$ cat src/rtl/jpeg_enc_pkg.sv
// Shared constants, packer state encoding and mask helper for the JPEG entropy output stage.
package jpeg_enc_pkg;

    localparam logic [7:0] MARKER_FF  = 8'hFF;
    localparam logic [7:0] STUFF_BYTE = 8'h00;
    localparam logic       PAD_BIT    = 1'b1;

    // Widest mask len_mask can produce; callers truncate to their own width.
    localparam int unsigned MASK_W = 64;

    typedef enum logic [1:0] {
        RUN   = 2'd0,
        PAD   = 2'd1,
        DRAIN = 2'd2,
        DONE  = 2'd3
    } packer_state_t;

    // Low 'len' bits set.
    function automatic logic [MASK_W-1:0] len_mask(input int unsigned len);
        if (len >= MASK_W) begin
            return '1;
        end
        return (MASK_W'(1) << len) - MASK_W'(1);
    endfunction

endpackage

$ cat src/rtl/jpeg_byte_stuffer.sv
// Output byte register with JPEG 0xFF/0x00 stuffing and out_last alignment.
module jpeg_byte_stuffer
    import jpeg_enc_pkg::*;
(
    input  logic       clock,
    input  logic       reset,
    input  logic       load,
    input  logic [7:0] load_byte,
    input  logic       load_last,
    output logic       can_load,
    input  logic       out_ready,
    output logic       out_valid,
    output logic [7:0] out_byte,
    output logic       out_last
);

    logic stuff_pending;
    logic stuff_last;
    logic slot_free;

    assign slot_free = !out_valid || out_ready;
    // A pending 0x00 must go out before any further data byte.
    assign can_load  = slot_free && !stuff_pending;

    // Output register: stuffing byte has priority, then a fresh data byte.
    // When the final data byte is 0xFF, out_last moves onto the trailing 0x00.
    always_ff @(posedge clock or posedge reset) begin
        if (reset) begin
            out_valid     <= 1'b0;
            out_byte      <= '0;
            out_last      <= 1'b0;
            stuff_pending <= 1'b0;
            stuff_last    <= 1'b0;
        end else if (slot_free) begin
            if (stuff_pending) begin
                out_valid     <= 1'b1;
                out_byte      <= STUFF_BYTE;
                out_last      <= stuff_last;
                stuff_pending <= 1'b0;
                stuff_last    <= 1'b0;
            end else if (load) begin
                out_valid <= 1'b1;
                out_byte  <= load_byte;
                if (load_byte == MARKER_FF) begin
                    out_last      <= 1'b0;
                    stuff_pending <= 1'b1;
                    stuff_last    <= load_last;
                end else begin
                    out_last <= load_last;
                end
            end else begin
                out_valid <= 1'b0;
                out_last  <= 1'b0;
            end
        end
    end

endmodule

$ cat src/rtl/jpeg_huffman_bit_packer.sv
// MSB-first bit packer for Huffman codes: accumulator, fill counter and flush FSM.
module jpeg_huffman_bit_packer
    import jpeg_enc_pkg::*;
#(
    parameter int unsigned CODE_W = 16,
    parameter int unsigned ACC_W  = 32,
    parameter int unsigned LEN_W  = $clog2(CODE_W + 1)
) (
    input  logic                         clock,
    input  logic                         reset,
    input  logic                         in_valid,
    output logic                         in_ready,
    input  logic [CODE_W-1:0]            in_code,
    input  logic [LEN_W-1:0]             in_len,
    input  logic                         in_flush,
    output logic                         out_valid,
    input  logic                         out_ready,
    output logic [7:0]                   out_byte,
    output logic                         out_last,
    output logic                         flush_done,
    output logic [$clog2(ACC_W+1)-1:0]   fill_level,
    output logic                         len_err
);

    localparam int unsigned FILL_W = $clog2(ACC_W + 1);

    if (ACC_W < CODE_W + 8) begin : g_acc_too_small
        $error("jpeg_huffman_bit_packer: ACC_W must be >= CODE_W+8");
    end

    packer_state_t state, state_next;

    logic [ACC_W-1:0]  acc, acc_next;
    logic [FILL_W-1:0] fill, fill_next;

    logic              accept;
    logic              len_over;
    logic [LEN_W-1:0]  len_eff;
    logic [CODE_W-1:0] code_masked;
    logic              can_load;
    logic              extract;
    logic              extract_last;
    logic [ACC_W-1:0]  acc_aligned;
    logic [7:0]        extract_byte;
    logic [3:0]        pad_n;
    logic [7:0]        pad_bits;

    assign accept      = in_valid && in_ready;
    assign len_over    = 32'(in_len) > CODE_W;
    assign len_eff     = len_over ? LEN_W'(CODE_W) : in_len;
    assign code_masked = in_code & CODE_W'(len_mask(32'(len_eff)));

    // Top eight valid bits sit at [fill-1 : fill-8]; bits above fill are stale.
    assign extract      = can_load && (fill >= FILL_W'(8)) && (state == RUN || state == DRAIN);
    assign extract_last = (state == DRAIN) && (fill == FILL_W'(8));
    assign acc_aligned  = acc >> (fill - FILL_W'(8));
    assign extract_byte = acc_aligned[7:0];

    assign pad_n    = (fill[2:0] == 3'd0) ? 4'd0 : 4'(4'd8 - {1'b0, fill[2:0]});
    assign pad_bits = 8'(len_mask(32'(pad_n))) & {8{PAD_BIT}};

    assign fill_level = fill;

    // State, accumulator and sticky length-error registers.
    always_ff @(posedge clock or posedge reset) begin
        if (reset) begin
            state   <= RUN;
            acc     <= '0;
            fill    <= '0;
            len_err <= 1'b0;
        end else begin
            state <= state_next;
            acc   <= acc_next;
            fill  <= fill_next;
            if (accept && len_over) begin
                len_err <= 1'b1;
            end
        end
    end

    // Next state, accumulator update and handshake outputs.
    // Accept and extraction may coincide in RUN; both adjust fill in the same cycle.
    always_comb begin
        state_next = state;
        acc_next   = acc;
        fill_next  = fill;
        in_ready   = 1'b0;
        flush_done = 1'b0;
        case (state)
            RUN: begin
                in_ready = fill <= FILL_W'(ACC_W - CODE_W);
                if (accept) begin
                    acc_next = (acc << len_eff) | ACC_W'(code_masked);
                    if (in_flush) begin
                        state_next = PAD;
                    end
                end
                fill_next = fill + (accept ? FILL_W'(len_eff) : '0)
                                 - (extract ? FILL_W'(8) : '0);
            end
            PAD: begin
                acc_next   = (acc << pad_n) | ACC_W'(pad_bits);
                fill_next  = fill + FILL_W'(pad_n);
                state_next = DRAIN;
            end
            DRAIN: begin
                fill_next = fill - (extract ? FILL_W'(8) : '0);
                if (fill == '0 && can_load) begin
                    state_next = DONE;
                end
            end
            DONE: begin
                flush_done = 1'b1;
                fill_next  = '0;
                state_next = RUN;
            end
            default: state_next = RUN;
        endcase
    end

    jpeg_byte_stuffer u_stuffer (
        .clock     (clock),
        .reset     (reset),
        .load      (extract),
        .load_byte (extract_byte),
        .load_last (extract_last),
        .can_load  (can_load),
        .out_ready (out_ready),
        .out_valid (out_valid),
        .out_byte  (out_byte),
        .out_last  (out_last)
    );

endmodule

$ cat config.mk
export PLATFORM = sky130hd
export DESIGN_NAME = jpeg_huffman_bit_packer
export DESIGN_NICKNAME = d
export VERILOG_FILES = /design/src/rtl/jpeg_enc_pkg.sv /design/src/rtl/jpeg_byte_stuffer.sv /design/src/rtl/jpeg_huffman_bit_packer.sv
export SDC_FILE = /design/constraint.sdc
export NUM_CORES = 1
export LEC_CHECK = 0
export ABC_AREA = 1
export BUFFER_PORTS_ARGS = -buffer_cell sky130_fd_sc_hd__buf_2
export CAP_MARGIN = 30
export CORE_AREA = 8 8 187 100
export DETAILED_ROUTE_END_ITERATION = 8
export DIE_AREA = 0 0 195 108
export PLACE_DENSITY = 0.64
export SLEW_MARGIN = 20
export SYNTH_ARGS = -nofsm -noshare
export SYNTH_HDL_FRONTEND = slang
export SYNTH_SLANG_ARGS = --single-unit
export TNS_END_PERCENT = 20
$ cat constraint.sdc
create_clock -name clock -period 4.5 [get_ports clock]
set_input_delay 0.225 -clock clock [delete_from_list [all_inputs] [get_ports clock]]
set_output_delay 0.225 -clock clock [all_outputs]
set_load 0.01 [all_outputs]
# [After elaboration in Yosys (flattened, before gate mapping)]
# Index checks and enable logic that the tools add are counted.
[word_totals] regBits=53 output_inout_bits=19 elab_cells=83
[classes] add_sub_neg=8 n_reduce_logical=21 n_shift=5 bitwise=3 order_cmp=3 n_mux=26 n_eq_ne=8
[ops] cell="$pmux W32 S2" count=1
[ops] cell="$mux W32" count=1
[ops] cell="$or A32 B16 Y32" count=1
[ops] cell="$or A32 B8 Y32" count=1
[ops] cell="$shl A32 B4 Y32" count=1
[ops] cell="$shl A32 B5 Y32" count=1
[ops] cell="$shr A32 B6 Y8" count=1
[ops] cell="$pmux W6 S4" count=1
[ops] cell="$and A16 B16 Y16" count=1
[ops] cell="$mux W8" count=2
[ops] cell="$shl A1 B5 Y16 const A" count=1
[ops] cell="$sub A16 B2 Y16 const B" count=1
[ops] cell="$mux W1" count=13
[ops] cell="$mux W5" count=2
[ops] cell="$eq A8 B8 Y1 const B" count=1
[ops] cell="$mux W4" count=2
[ops] cell="$pmux W2 S4" count=1
[ops] cell="$shl A1 B4 Y8 const A" count=1
[ops] cell="$sub A8 B2 Y8 const B" count=1
[ops] cell="$logic_and A1 B1 Y1" count=7
[ops] cell="$add A6 B4 Y6" count=1
[ops] cell="$add A6 B5 Y6" count=1
[ops] cell="$eq A6 B4 Y1 const B" count=1
[ops] cell="$ge A6 B4 Y1 const B" count=1
[ops] cell="other kinds (19)" count=29

# [Longest topological paths before layout]
[logic_depth] depth_word=8 ltp_mapped=21 depth_no_buf=18

# [By module]
# Synthesis repeated with hierarchy kept, for this count alone.
[unflattened] hier_cells=1378 hier_area_um2=7995.2
[by_module_without_submodules] module="jpeg_huffman_bit_packer" seq_area_each_um2=1026.0 n_inst=1 cells_per_inst=1311 area_each_um2=7424.6
[by_module_without_submodules] module="jpeg_byte_stuffer" seq_area_each_um2=300.3 n_inst=1 cells_per_inst=67 area_each_um2=570.5

# [Worst setup path before layout]
# No wires, ideal clock.
[synth_timing] path_kind="register to register" startpoint="register fill[1] (netlist: fill_level[1])" endpoint="register fill[5] (netlist: fill_level[5])" setup_ps=126 slack_ps=1033 synth_period_minus_slack_ps=3467 required_time_ps=4374 arrival_ps=3341 stages_incl_launch_ff=21 path_cell_list="dfrtp_1 inv_2 buf_2 ha_1 ha_1 inv_1 nand2_1 buf_2 buf_2 ha_1 ha_1 nand2_1 ha_1 nand2_1 nor2_1 a211oi_1 or2_2 nand2_1 a21oi_1 xor2_1 o22ai_1"
[synth_via] elab_chain_cells=7 word_cells_on_any_way=16 classes_between="add/sub: 5; order compare: 2; mux: 5; reduce/logical: 4"
[synth_lines] element="start, declared" line="jpeg_huffman_bit_packer.sv:34" rtl="logic [FILL_W-1:0] fill, fill_next;"
[synth_lines] element="start signal, assigned" line="jpeg_huffman_bit_packer.sv:74" rtl="fill <= fill_next;"
[synth_lines] element="$le A6 B5 Y1" line="jpeg_huffman_bit_packer.sv:91" rtl="in_ready = fill <= FILL_W'(ACC_W - CODE_W);"
[synth_lines] element="$mux W1" line="jpeg_huffman_bit_packer.sv:89" rtl="case (state)"
[synth_lines] element="$logic_and A1 B1 Y1" line="jpeg_huffman_bit_packer.sv:48" rtl="assign accept = in_valid && in_ready;"
[synth_lines] element="$mux W5" line="jpeg_huffman_bit_packer.sv:98" rtl="fill_next = fill + (accept ? FILL_W'(len_eff) : '0)"
[synth_lines] element="$add A6 B5 Y6" line="jpeg_huffman_bit_packer.sv:98"
[synth_lines] element="$sub A6 B6 Y6" line="jpeg_huffman_bit_packer.sv:99" rtl="- (extract ? FILL_W'(8) : '0);"
[synth_lines] element="$pmux W6 S4 (*)" line="jpeg_huffman_bit_packer.sv:89"
[synth_lines] element="net fill_next[5]" line="jpeg_huffman_bit_packer.sv:34"
# Mark *: on every way through the listed nets, which the timed path passes. The rest lies on a longest branch.
# A chain may end at the register's enable or synchronous reset.

# [Worst setup path in the final report]
[layout_timing] startpoint="register fill[0] (netlist: fill_level[0])" endpoint="register fill[5] (netlist: fill_level[5])"
# Same word-level chain as after synthesis.

==> key figures <==
Setup path
  – Critical R2R Capture: fill_level[5]$_DFF_PP0_
  – Minimum setup slack among reg-to-reg paths: between 900 and 1000 ps
  – Critical path, cell by cell: inv_4, ha_1, ha_1, inv_1, nand2_2, inv_2, ha_1, or2_2, ha_1, nand2_1, nor2_1, a211oi_1, or2_2, nand2_1, a21oi_1, xor2_1, o22ai_1
  – Crit start category: flop
  – RR Startpoint: fill_level[0]$_DFF_PP0_
  – Reg2Reg Depth: 17
  – Critical path's slowest cell: dfrtp_1
  – Most frequent CP cell: ha_1
  – Max stage delay on crit path: approximately 410 ps
  – Worst-path maximum fanout: 36
  – WP data required: ~4700 ps
  – Worst setup path category: reg -> reg
  – Crit path DAT: around 3800 ps
  – Worst setup EP type: flop

Routing
  – Vias: 9627
  – Wire per inst: 20.45 um
  – DRC viols: 0
  – WL final: 32190 um
  – Routed Antenna Nets: 0
  – DRT Pass-1 Iters: 6
  – DR iter-0 viols: roughly 1500
  – Avg Vias per Cell: a little over 6

GRT
  – Initial antenna violation count: 0
  – Largest net degree at the start of global routing: 57
  – First-pass GRT wire length: between 50000 and 60000 um
  – Vias in the first global route: roughly 8600
  – Grt ovf: 0
  – Total track usage: 0.3027

STA
  – Rel. slew slack: 0.4881
  – TNS Setup: 0 ps
  – Worst Max-Slew Pin Slew: around 760 ps
  – Slew Viols, Final: 0
  – Final period demand of the worst path: ~3600 ps
  – Final setup margin: ~900 ps
  – Final setup vio count: 0
  – Setup Skew: roughly 8.2 ps
  – Final hold violation count: 0
  – Fin crit share: 0.7996
  – RSZ-0062 raised after global routing: false
  – F_max: 277.9 MHz

Logic synthesis
  – Asr flop ratio synth: 1.000
  – Syn Inst Count: 1373
  – Post-synth top area cell: nand2_1
  – List of most frequent post-synthesis cells: nand2_1 (415), nand3_1 (237), o21ai_0 (102), nor2_1 (95), inv_1 (94)
  – Post-synth top area share: 0.1937
  – Count leader, synth: nand2_1
  – Top_reg_cell synth: dfrtp_1
  – Mapped Nets: ~1400
  – Synth cell types: a little under 60
  – Synthesized flop and latch total: 53
  – Post-synth EDFFs: 0
  – Syn_area_per_cell: slightly below 6 um^2
  – Largest cells by area after synthesis: nand2_1 (19%), dfrtp_1 (16%), nand3_1 (15%)
  – Synth Warn #: 0
  – Sequential share of the synthesized area: 0.1649
  – Cell area after synthesis: around 8000 um^2

Clock network
  – CTS max path bufs: 2
  – Clock sinks: 53
  – Clock slew at reported path FFs: around 80 ps
  – TritonCTS Buffers: 5
  – Setup Buffers After CTS: 0
  – CTS root buffer: clkbuf_16
  – CTS tree: done
  – Number of gates resized after CTS: 0
  – Hold_buf cts: 0
  – H-tree depth: 2
  – Worst skew pair latency: 320 ps

Hold path
  – Worst hold path type: in -> async

Power and ir drop
  – Sequential cell fraction of total power: 0.141
  – Combinational fraction of design power: 0.796
  – Net Switching: roughly 4800 uW
  – Leakage Power: approximately 0.0041 uW
  – Clock network power share: 0.063
  – Pwr Total: just under 8000 uW
  – Power per cell area: about 900 nW/um^2
  – Sw Ratio: 0.6210
  – Pint: a little under 3000 uW
  – VDD IR-drop max: around 0.57 mV

Final layout
  – Ant. Diodes: 0
  – Post-layout util: 0.5226
  – Area Growth Syn to Fin: 4.091%
  – Sequential Area: 1326 um^2
  – Area of the multi-input gates: around 5800 um^2
  – Layout fillers: 1773
  – Design area: between 8000 and 9000 um^2
  – Fraction of layout cells with a size suffix above 1: 0.1202
  – Nets@finish: approximately 1400

Floorplanning
  – I/O pin count: 45
  – Die area: approximately 21000 um^2
  – Core Footprint: around 16000 um^2
  – DIE WIDTH: between 150 and 200 um
  – Site Rows: 33
  – Vert. Die Dim: roughly 110 um
  – Starting Density: 0.5020

Placed design
  – GP Congestion: approximately 1
  – Pre-CTS WS: approximately 1000 ps
  – DP Area: 8199 um^2
  – Hpwl dp: ~25000 um
  – # port buffers: 44

Job
  – Max_cap viols: 0

Run status
  – Status: finished, final reports clean
## power groups by stage
stage | combinational (uW) | clock (uW) | sequential [uW]
final | 6130 | 488 | 1090
after global routing | 6810 | 507 | 1110
after CTS | 5900 | 485 | 1070
after detailed placement | 5870 | 0 | 1080
after global placement | 5870 | 0 | 1080
after floorplan | 4440 | 0 | 948
## through the flow
stage,cells,hold WS (ps)
detailed placement,1566,463.3
CTS,1574,142.5
global placement,1565,459.6
finish,1574,109.2
global route,1574,181.2
floorplan,1373,424.7
## cell type report
cell class | count | area share
clock inverters | 1 | 0.003587
well taps | 210 | 0.03139
flip-flops and latches | 53 | 0.1584
inverters | 109 | 0.04947
repair buffers | 65 | 0.04603
clock buffers | 7 | 0.01704
multi-input cells | 1129 | 0.6941
## worst max-delay path by stage
stage / start / to / slack (ps) / cells past startpoint
3_5_place_dp: fill_level[0]$_DFF_PP0_ / fill_level[5]$_DFF_PP0_ / 970 / 17
2_1_floorplan: fill_level[1]$_DFF_PP0_ / fill_level[5]$_DFF_PP0_ / 1030 / 20
5_1_grt: fill_level[0]$_DFF_PP0_ / fill_level[5]$_DFF_PP0_ / 670 / 17
4_1_cts: fill_level[0]$_DFF_PP0_ / fill_level[5]$_DFF_PP0_ / 960 / 17
6_report: fill_level[0]$_DFF_PP0_ / fill_level[5]$_DFF_PP0_ / 900 / 17
3_3_place_gp: fill_level[3]$_DFF_PP0_ / fill_level[5]$_DFF_PP0_ / 1080 / 16
## logic make-up (layout without fill, tap and decap cells)
family / Yosys count / count (layout) / synth area share
xor+xnor: 8 / 8 / 0.008711
flops: 53 / 53 / 0.1649
compound gates: 264 / 264 / 0.1977
simple gates: 818 / 818 / 0.4547
mux: 7 / 7 / 0.008712
fa+ha+maj: 32 / 32 / 0.05165
buf+inv: 191 / 182 / 0.1136
## state kept, by name (all words and copies together), names as in the netlist
signal                   flops
fill_level                   6
u_stuffer.out_valid          1
u_stuffer.out_byte           8
u_stuffer.stuff_last         1
u_stuffer.out_last           1
state                        2
u_stuffer.stuff_pending      1
acc                         32
len_err                      1
## critical path, delay by kind of cell (launching register included)
family | cells | cell delay [ps]
flip-flops | 1 | 410
adder cells (fa/ha/maj) | 4 | 1080
AO/OA/AOI/OAI | 3 | 450
AND/OR/NAND/NOR | 6 | 860
buffers and inverters | 3 | 520
XOR/XNOR | 1 | 180
## per-layer routing
layer	share of wire	routed length [um]	track usage
met4	0.0095	305	0.03712
met1	0.50	16220	0.4852
met3	0.14	4637	0.1107
met5	0	0	0
met2	0.34	11030	0.3693
## cell usage in the layout, fill, tap and decap left out, drive strengths merged
cell type and n:
a211oi 3, a21oi 62, a22o 8, a22oi 1
a31oi 9, buf 65, bufinv 1, clkbuf 7
clkinv 2, dfrtp 53, fa 2, ha 30
inv 107, mux2i 7, nand2 433, nand3 248
nand3b 2, nand4 11, nor2 100, nor3 11
nor4 1, o2111ai 3, o211ai 17, o21a 1
o21ai 149, o21bai 2, o221a 1, o221ai 2
o22ai 3, o31ai 2, o32ai 1, or2 12
xnor2 4, xor2 4
(Power assumes the default switching activity.)
